File: config.mk
export PLATFORM = sky130hd
export DESIGN_NAME = pe_traffic_gen
export DESIGN_NICKNAME = d
export VERILOG_FILES = /design/src/rtl/pe_traffic_gen.sv
export SDC_FILE = /design/constraint.sdc
export NUM_CORES = 1
export LEC_CHECK = 0
export BUFFER_PORTS_ARGS = -buffer_cell sky130_fd_sc_hd__buf_2
export CAP_MARGIN = 15
export CORE_ASPECT_RATIO = 1.5
export CORE_MARGIN = 5
export CORE_UTILIZATION = 50
export DETAILED_ROUTE_END_ITERATION = 8
export PLACE_DENSITY = 0.74
export SYNTH_ARGS = -nofsm -noshare
export SYNTH_HDL_FRONTEND = slang
export SYNTH_SLANG_ARGS = --single-unit
File: constraint.sdc
create_clock -name i_clk -period 3.1 [get_ports i_clk]
set_clock_uncertainty 0.2 [all_clocks]
set_input_delay 0.155 -clock i_clk [delete_from_list [all_inputs] [get_ports i_clk]]
set_output_delay 0.155 -clock i_clk [all_outputs]
set_load 0.005 [all_outputs]
File: src/rtl/pe_traffic_gen.sv
// Single-flit packet injector for one PE port: emits NUM_PKTS flits with
// LFSR-driven destinations/payloads over a valid/ready handshake.
module pe_traffic_gen #(
  parameter int unsigned ADDRESS  = 0,
  parameter int unsigned NUM_PE   = 8,
  parameter int unsigned NUM_PKTS = 100,
  parameter int unsigned GAP      = 0,
  parameter logic [15:0] SEED     = 16'hACE1
) (
  input  logic        i_clk,
  input  logic        i_reset_n,
  input  logic        i_start,
  output logic [31:0] o_data,
  output logic        o_data_valid,
  input  logic        i_data_ready,
  output logic        o_done,
  output logic [15:0] o_sent_count,
  output logic [31:0] o_stall_cycles
);

  localparam logic [15:0] SEED_INIT = (SEED == 16'h0000) ? 16'hACE1 : SEED;
  localparam logic [2:0]  SRC       = 3'(ADDRESS);
  localparam logic [2:0]  DEST_MASK = 3'(NUM_PE - 1);
  localparam logic [2:0]  DEST_ALT  = 3'((ADDRESS + 1) % NUM_PE);
  localparam logic [15:0] PKTS      = 16'(NUM_PKTS);
  localparam logic [7:0]  GAP_LOAD  = (GAP == 0) ? 8'd0 : 8'(GAP - 1);

  typedef enum logic [1:0] {IDLE, SEND, WAIT, DONE} state_t;

  state_t      state;
  logic [15:0] lfsr;
  logic [7:0]  gap_cnt;
  logic [15:0] lfsr_adv;
  logic [15:0] count_inc;

  always_comb begin
    lfsr_adv  = {lfsr[14:0], lfsr[15] ^ lfsr[13] ^ lfsr[12] ^ lfsr[10]};
    count_inc = o_sent_count + 16'd1;
  end

  // NUM_PE is a power of two, so masking the low LFSR bits picks a PE.
  function automatic logic [31:0] make_flit(input logic [15:0] l, input logic [9:0] seq);
    logic [2:0] d;
    d = l[2:0] & DEST_MASK;
    if (d == SRC) d = DEST_ALT;
    return {d, SRC, seq, l};
  endfunction

  always_ff @(posedge i_clk or negedge i_reset_n) begin
    if (!i_reset_n) begin
      state          <= IDLE;
      lfsr           <= SEED_INIT;
      gap_cnt        <= '0;
      o_data         <= '0;
      o_data_valid   <= 1'b0;
      o_done         <= 1'b0;
      o_sent_count   <= '0;
      o_stall_cycles <= '0;
    end else begin
      case (state)
        IDLE: begin
          if (i_start) begin
            if (PKTS == 16'd0) begin
              state  <= DONE;
              o_done <= 1'b1;
            end else begin
              state        <= SEND;
              o_data_valid <= 1'b1;
              o_data       <= make_flit(lfsr, o_sent_count[9:0]);
            end
          end
        end
        SEND: begin
          if (!i_data_ready) begin
            if (o_stall_cycles != '1) o_stall_cycles <= o_stall_cycles + 32'd1;
          end else begin
            o_sent_count <= count_inc;
            lfsr         <= lfsr_adv;
            if (count_inc == PKTS) begin
              state        <= DONE;
              o_data_valid <= 1'b0;
              o_data       <= '0;
              o_done       <= 1'b1;
            end else if (GAP == 0) begin
              // Next flit is built from the post-transfer LFSR and count.
              o_data <= make_flit(lfsr_adv, count_inc[9:0]);
            end else begin
              state        <= WAIT;
              o_data_valid <= 1'b0;
              gap_cnt      <= GAP_LOAD;
            end
          end
        end
        WAIT: begin
          if (gap_cnt == 8'd0) begin
            state        <= SEND;
            o_data_valid <= 1'b1;
            o_data       <= make_flit(lfsr, o_sent_count[9:0]);
          end else begin
            gap_cnt <= gap_cnt - 8'd1;
          end
        end
        DONE: ;
        default: state <= IDLE;
      endcase
    end
  end

endmodule

==> flow_summary.toml, run 1 <==
[logic_synthesis]
synth.most_common_cell = "dfrtp_1"
synth_cells = 521
async_flop_share_pct = 100.0
synthTopCellsByCount = "dfrtp_1, nand2_1, nand3_1"
synth_seq_cells = 105
synth.top_cells.by_area = "dfrtp_1, nand2_1, xnor2_1"
synth_area_per_cell_um2 = 9.750
syn_area_um2 = 5080
ys.flop_type = "dfrtp_1"
synth_top_area_share_pct = 47.78
synth_edf_count = 0
yosysTopAreaCell = "dfrtp_1"
synth_warnings = 0
yosysSeqAreaShare_pct = 51.92
ys_types = 56

[grt]
grtUsageTotal_pct = 19.91
use_met1_pct = 24.02
antenna_found_initial = 0
overflow = 0
grt_pass1_vias = 4069
grt_max_degree = 61
met3_usage_pct = 4.915
gr-usage-met2_pct = 33.95
globalRoute.busiestLayer = "met2"
grt_pass1_wl_um = 19740

[finish]
seq_area_um2 = 2638
finalInstanceArea_um2 = 5927
finalNetCount = 609
multi_input_area_um2 = 2272
fillerInstances = 863
antenna_cells = 0
drive_gt1_share_pct = 22.28
area_growth_pct = 16.67

[sta]
finalCriticalPeriod_ps = 2812
rsz0062_at_grt = "false"
tightest_slew_ps = 730.1
fmax_ghz = 0.3556
slew_viol_final = 0
fin_ws_ps = 288.2
relSlewSlack_pct = 51.23
setup_viol = 0
hold_violations = 0
finalCritPeriodShare_pct = 90.70
fin_tns_setup_ps = 0

[setup_path]
critPathLaunchType = "flop"
cp-startpoint = "o_sent_count[2]"
worstPathRequired_ps = 3140
crit_type = "reg -> reg"
r2r-start = "o_sent_count[2]"
arrival_ps = 2850
cp-end-kind = "flop"
critPathMaxFanout = 13

[cts]
cts_tree = "yes"
htreeDepth = 3
numCtsBuffers = 9
clkSlewWorstSetupHoldPaths_ps = 70
clk_path_buf_depth = 2
clock-sinks = 105
clock_latency_ps = 350
root_buffer = "clkbuf_16"
cts_resized = 0

[floorplan]
start_util_pct = 50.69
fp.coreArea_um2 = 10020
die_h_um = 133.5
fp.dieW_um = 92.30
pin_count = 86
dieArea_um2 = 12320
rows = 45

[route]
final_antenna_net_count = 0
dr.pass1.iters = 4
initialDrtViolationCount = 212
wirelength_um = 11560
viasPerCell = 5.629
drc = 0
wire_per_inst_um = 15.99
route.vias.total = 4070

[flow_run]
max_cap_viol_count = 0

[place]
port-buffer-count = 82
place.detailed.hpwl_um = 8387
dpl_worst_slack_ps = 359.2
place_area_um2 = 5628
place.gp.congestion = 0.8884

[power]
ir_drop_uv = 356.2
power.density_nw_per_um2 = 624.2
p_leak_uw = 0.002813

[worst_hold_path]
hp-class = "in -> reg"
hold_start = "i_data_ready"

[status]
status = "finished, final reports clean"
## cells by family (layout without fill, tap and decap cells)
family,after synthesis,count (layout),synth area share (%)
muxes,1,1,0.2217
xor gates and xnor gates,62,62,10.69
adders and majority gates,4,4,0.9853
AOI/OAI and AO/OA,72,72,9.163
and+or+nand+nor,238,238,23.40
other,1,3,0.07382
DFF,105,105,51.92
buffers and inverters,38,121,3.547
## layer usage
layer,wire (um),part of all wire (%)
met4,284,2.5
met5,0,0
met3,672,5.8
met2,5973,52
met1,4633,40
## power by group
| group | internal, uW | switching, uW |
|---|---|---|
| logic | 382 | 472 |
| registers | 1560 | 192 |
| clock network | 575 | 521 |
## final timing paths
kind	to	slack, ps	depth (start not counted)
worst max-delay path	o_data[29]	290	7
worst min-delay path	o_stall_cycles[3]	50	4
worst max register to register	o_data[29]	290	7
worst min register to register	o_done	270	1
max in group asynchronous	lfsr[7]	1800	3
min in group asynchronous	o_sent_count[10]	140	2
## worst max-delay path, cell delays in order, from the launching register on
cell and delay (ps):
dfrtp_1 570, nand4_1 290, nor4_1 390, xnor2_1 190, o2111ai_1 270, or2_1 310
a221o_1 310, o22a_1 170
## area by class of cell
cell class | count | share of cell area [%]
Clock buffer | 10 | 4.032
Sequential cell | 105 | 44.50
Timing Repair Buffer | 100 | 9.500
Tap cell | 117 | 2.470
Inverter | 5 | 0.3167
Clock inverter | 6 | 0.8444
Multi-Input combinational cell | 380 | 38.34
## repair_timing
item | in CTS | in global routing
buffers inserted | 0 | 0
hold buffers | 1 | 0
hold endpoints to repair | 45 | 0
## flip-flops by register name, summed over array words and instances, names as in the netlist
name	flops
o_stall_cycles	32
o_data	29
lfsr	16
o_sent_count	16
gap_cnt	8
state	2
o_data_valid	1
o_done	1
## cells in the final DEF, fill, tap and decap left out, types with 7 or more instances in the layout
cell type	count
a21oi_1	32
a31oi_1	7
buf_2	81
buf_4	17
clkbuf_16	9
dfrtp_1	97
dfstp_2	8
nand2_1	87
nand2b_1	7
nand3_1	43
nand4_1	8
nor2_1	35
nor3_1	12
nor4_1	9
xnor2_1	37
xor2_1	25
## stage by stage
step                      util (%)  hold WS, ps  power, uW  std cells
final                        59.14        53.19       3699        723
after global routing         59.14        73.41       3932        723
after global placement       56.15       -18.66       2599        706
after floorplan                  -       -340.6       2257        523
after CTS                    59.14        33.68       3746        723
after detailed placement     56.15       -8.642       2634        706
No activity file was read; power rests on OpenSTA's default activity.
==> run 2: changes to the inputs <==
--- a/config.mk
+++ b/config.mk
@@ -7,11 +7,13 @@
 export LEC_CHECK = 0
 export BUFFER_PORTS_ARGS = -buffer_cell sky130_fd_sc_hd__buf_2
 export CAP_MARGIN = 15
+export CELL_PAD_IN_SITES_DETAIL_PLACEMENT = 1
+export CELL_PAD_IN_SITES_GLOBAL_PLACEMENT = 2
 export CORE_ASPECT_RATIO = 1.5
 export CORE_MARGIN = 5
-export CORE_UTILIZATION = 50
+export CORE_UTILIZATION = 35
 export DETAILED_ROUTE_END_ITERATION = 8
-export PLACE_DENSITY = 0.74
+export PLACE_DENSITY = 0.81
 export SYNTH_ARGS = -nofsm -noshare
 export SYNTH_HDL_FRONTEND = slang
 export SYNTH_SLANG_ARGS = --single-unit
==> run 2 against run 1 <==
Net effect:
- first-iteration DRC count fell by 33%
- register-to-register slack about the same
- sequential share of layout area down 0.60 points
- routed wire length increased by 15%
- combinational power up 2%
- final area grew 1.4%
- critical path depth stayed put
- worst setup slack better by 1.6 ps
- core utilization down 17 points
- hold slack worse by 28 ps
- sequential cell count is the same
- total power is 0.59% higher
==> flow_summary.toml, run 2 (synthesis results as in run 1) <==
[setup_path]
r2r-start = "o_sent_count[4]"
critPathMaxFanout = 12
reg2reg_depth = 7
crit_type = "reg -> reg"
reg2reg_to = "o_data[29]"
slowest_stage = "dfrtp_1"
worstPathRequired_ps = 3130
cpLargestDelayFamily = "simple AND/OR/NAND/NOR gates"
critPathLaunchType = "flop"
path_buf_inv = 0
arrival_ps = 2840
critPathMaxStageDelay_ps = 570
r2r_setup_slack_ps = 290
cp_cell_sequence = "nand4_2 > nor4_1 > xnor2_1 > o2111ai_1 > or2_1 > a221o_1 > o22a_1"
cp-end-kind = "flop"

[sta]
finalCritPeriodShare_pct = 90.65
slew_viol_final = 0
setup_viol = 0
fin_tns_setup_ps = 0
rsz0062_at_grt = "false"
finalCriticalPeriod_ps = 2810
fmax_ghz = 0.3558
hold_violations = 0
relSlewSlack_pct = 50.13
tightest_slew_ps = 746.7

[route]
dr.pass1.iters = 4
initialDrtViolationCount = 143
viasPerCell = 5.091
wirelength_um = 13250
wire_per_inst_um = 16.55
route.vias.total = 4078
final_antenna_net_count = 0
drc = 0

[finish]
largest_reg_flops = 32
final_common_cell = "dfrtp_1"
reg_top3 = "o_stall_cycles x32, o_data x29"
finalInstanceArea_um2 = 6011
antenna_cells = 0
fillerInstances = 1688
area_growth_pct = 18.33
finalNetCount = 608
final_cell_mix = "dfrtp_1, nand2_1, buf_2"
drive_gt1_share_pct = 22.31
largest-register = "o_stall_cycles"

[place]
place_area_um2 = 5719
place.gp.congestion = 0.8433
port-buffer-count = 82
place.detailed.hpwl_um = 9521

[cts]
clock-sinks = 105
htreeDepth = 3
numCtsBuffers = 9
post_cts_buffers = 0
clkSlewWorstSetupHoldPaths_ps = 70
clk_path_buf_depth = 2
cts_tree = "yes"
clock_latency_ps = 340
root_buffer = "clkbuf_16"

[power]
power_uw = 3721
power.density_nw_per_um2 = 619.1
p_seq_share_pct = 47.4
p_int_uw = 2492
p_switching_uw = 1230
ir_drop_uv = 264.4
p_leak_uw = 0.002803
power_frac_clock_pct = 29.2
swShare_pct = 33.04
power_frac_comb_pct = 23.4

[worst_hold_path]
min_to = "o_stall_cycles[3]"
hold_start = "i_data_ready"
whs_path_depth = 4
hp-class = "in -> reg"

[grt]
grt_pass1_wl_um = 22450
grtUsageTotal_pct = 16.36
grt_pass1_vias = 4415
overflow = 0
antenna_found_initial = 0
grt_max_degree = 74

[floorplan]
dieArea_um2 = 17070
rows = 54
fp.dieW_um = 108.4
pin_count = 86
die_h_um = 157.6
start_util_pct = 35.30
fp.coreArea_um2 = 14390

[flow_run]
max_cap_viol_count = 0

[status]
status = "finished, final reports clean"
## run 2: cell types whose count changed in the layout (fill, tap and decap cells not counted)
cell,delta
clkbuf_8,-1
dfrtp_1,-1
buf_4,-1
clkinv_2,+1
dfrtp_2,+1
## run 2: how the worst max path moves through the flow
stage               startpoint    endpoint  slack, ps  cells past startpoint
2_1_floorplan  o_sent_count[1]  o_data[29]        440                      9
3_3_place_gp   o_sent_count[0]  o_data[29]        370                      8
3_5_place_dp   o_sent_count[2]  o_data[29]        280                      7
4_1_cts        o_sent_count[2]  o_data[29]        260                      7
5_1_grt        o_sent_count[3]  o_data[29]         10                      7
6_report       o_sent_count[4]  o_data[29]        290                      7
## run 2: final cells by class
type	count	area, um^2	area share (%)
Multi-Input combinational cell	380	2272	37.80
Inverter	5	18.77	0.3122
Clock buffer	9	225.2	3.747
Clock inverter	7	55.05	0.9159
Sequential cell	105	2639	43.90
Tap cell	196	245.2	4.080
Timing Repair Buffer	99	555.5	9.242
## run 2: per-stage QoR
stage	utilization (%)	cells	hold WS (ps)	setup WS (ps)
floorplan	-	523	-340.6	441.3
global route	41.77	801	64.92	13.28
detailed placement	39.74	784	-60.16	276.9
CTS	41.76	801	23.16	257.8
finish	41.77	801	25.61	289.8
global placement	39.74	784	-66.46	368.4
## run 2: metal layers
layer,vias to the layer above,part of all wire [%],wire length (um),track usage [%]
li1,1941,-,-,-
met1,2053,44,5856,20.08
met2,74,51,6751,29.06
met3,10,3.8,503,3.078
met4,0,1.1,142,4.813
met5,-,0,0,0
## run 2: repair_timing
action	CTS	global route
hold buffers	1	0
endpoints found under the hold margin	32	0
setup endpoints to repair	0	1
gates resized for setup	0	1
## run 2: power groups by stage
| stage | logic [uW] | registers, uW | clock network [uW] |
|---|---|---|---|
| 5_1_grt | 977 | 1800 | 1190 |
| 6_report | 869 | 1770 | 1090 |
| 3_3_place_gp | 862 | 1780 | 0 |
| 4_1_cts | 891 | 1760 | 1140 |
| 3_5_place_dp | 885 | 1790 | 0 |
| 2_1_floorplan | 515 | 1740 | 0 |
## run 2: worst register-to-register path: cells and delay by family, from the launching register on
family	cells	cell delay, ps
AND/OR/NAND/NOR	3	960
AO/OA/AOI/OAI	3	770
flip-flops	1	570
XOR/XNOR	1	190
==> run 3: changes to the inputs <==
==> constraint.sdc (replaced) <==
create_clock -name i_clk -period 2.7 [get_ports i_clk]
set_clock_uncertainty 0.2 [all_clocks]
set_input_delay 0.135 -clock i_clk [delete_from_list [all_inputs] [get_ports i_clk]]
set_output_delay 0.135 -clock i_clk [all_outputs]
set_load 0.005 [all_outputs]
==> run 3 against run 2 <==
Net effect:
- non-clock buffer count grew 19
- largest cell class unchanged
- die area unchanged
- routed wire length rose by 5.4%
- global-route usage increased by 0.63 points
- count of clock-buffer cells in the layout rose by 1
- clock power increased by 29%
- maximum frequency grew 7.4%
- core utilization up 1.5 points
- final area grew 3.6%
==> flow_summary.toml, run 3 (synthesis results as in run 1) <==
[power]
p_leak_uw = 0.002927
ir_drop_uv = 304.1
power.density_nw_per_um2 = 724.8

[setup_path]
cpLargestDelayFamily = "simple AND/OR/NAND/NOR gates"
r2r-start = "o_sent_count[1]"
cp-end-kind = "flop"
reg2reg_to = "o_data[18]"
critPathMaxStageDelay_ps = 400
arrival_ps = 2620
worstPathRequired_ps = 2710
critPathLaunchType = "flop"
cp_cell_sequence = "ha_2 > nand4_1 > or3b_1 > a31oi_1 > o2111ai_1 > buf_4 > or3_1 > nor3b_1"
crit_type = "reg -> reg"
slowest_stage = "dfrtp_1"
path_buf_inv = 1
critPathMaxFanout = 5
r2r_setup_slack_ps = 80
reg2reg_depth = 8

[cts]
clk_path_buf_depth = 2
htreeDepth = 3
numCtsBuffers = 9
clock_latency_ps = 340
root_buffer = "clkbuf_16"
post_cts_buffers = 0
clock-sinks = 105
cts_tree = "yes"
clkSlewWorstSetupHoldPaths_ps = 70

[place]
place.gp.congestion = 0.8669
place.detailed.hpwl_um = 10120
port-buffer-count = 82
dpl_worst_slack_ps = 40.19

[sta]
finalCritPeriodShare_pct = 96.96
finalCriticalPeriod_ps = 2618
slew_viol_final = 0
hold_violations = 0
relSlewSlack_pct = 64.48
tightest_slew_ps = 527.9
fmax_ghz = 0.3820
setup_viol = 0
fin_ws_ps = 82.21
rsz0062_at_grt = "true"

[route]
initialDrtViolationCount = 117
drc = 0
final_antenna_net_count = 0
wirelength_um = 13970
route.vias.total = 4195
viasPerCell = 5.116
dr.pass1.iters = 4
wire_per_inst_um = 17.04

[finish]
final_cell_mix = "dfrtp_1, nand2_1, buf_2"
fillerInstances = 1678
largest-register = "o_stall_cycles"
final_common_cell = "dfrtp_1"
area_growth_pct = 22.61
drive_gt1_share_pct = 24.84
finalNetCount = 627
antenna_cells = 0
largest_reg_flops = 32
post-route-util_pct = 43.28
reg_top3 = "o_stall_cycles x32, o_data x29"

[flow_run]
max_cap_viol_count = 0

[grt]
grtUsageTotal_pct = 16.99
antenna_found_initial = 0
grt_pass1_vias = 4616
grt_max_degree = 48
overflow = 0
grt_pass1_wl_um = 22970

[floorplan]
fp.dieW_um = 108.4
dieArea_um2 = 17070
rows = 54
die_h_um = 157.6
pin_count = 86
start_util_pct = 35.30
fp.coreArea_um2 = 14390

[worst_hold_path]
hp-class = "in -> reg"
hold_start = "i_data_ready"
whs_path_depth = 4
min_to = "o_stall_cycles[2]"

[status]
status = "finished, final reports clean"
-- run 3: metal layers --
metal,vias up,GRT usage (%),share of wire (%)
met3,15,3.119,3.9
met5,-,0,0
li1,1985,-,-
met2,84,31.55,53
met4,0,4.934,1.3
met1,2111,19.70,41
-- run 3: final cells by class --
class                      count  area, um^2  share of cell area (%)
clock buffer                  10       229.0                   3.676
clock inverter                 6       90.09                   1.446
inverter                       5       18.77                  0.3013
multi-input combinational    380        2297                   36.88
sequential                   105        2638                   42.35
tap                          196       245.2                   3.937
timing repair buffer         118       710.7                   11.41
-- run 3: metrics by stage --
step	std cells	setup TNS (ps)	power, uW	cell area, um^2	hold slack, ps
floorplan	523	0	2592	5087	-360.6
global placement	803	0	3096	5874	-47.77
detailed placement	803	0	3134	5874	-39.46
CTS	820	0	4577	6203	31.39
global route	820	-71.99	4786	6228	63.55
finish	820	0	4515	6228	41.65
-- run 3: worst max-delay path by stage --
stage | start | endpoint | slack [ps] | cells after the start
3_5_place_dp | o_sent_count[0] | o_data[18] | 40 | 8
6_report | o_sent_count[1] | o_data[18] | 80 | 8
4_1_cts | o_sent_count[0] | o_data[18] | 2 | 8
3_3_place_gp | o_sent_count[0] | o_data[29] | 90 | 8
5_1_grt | o_sent_count[1] | o_data[18] | -40 | 8
2_1_floorplan | o_sent_count[1] | o_data[29] | 40 | 9
-- run 3: where the power goes --
group / total, uW / internal [uW] / leakage [uW] / switching [uW]
logic: 1110 / 489 / 0.00144 / 621
clock network: 1410 / 817 / 0.000153 / 596
registers: 1990 / 1790 / 0.00133 / 203
-- run 3: worst reg2reg max path: stages, from the launching register on --
cell and delay, ps:
dfrtp_1 400, ha_2 240, nand4_1 110, or3b_1 390
a31oi_1 180, o2111ai_1 200, buf_4 210, or3_1 390
nor3b_1 180
-- run 3: what timing repair did --
| action | 4_1_cts | 5_1_grt |
|---|---|---|
| setup endpoints to repair | 0 | 22 |
| hold buffers | 1 | 0 |
| hold endpoints to repair | 35 | 0 |
| gates resized for setup | 0 | 4 |
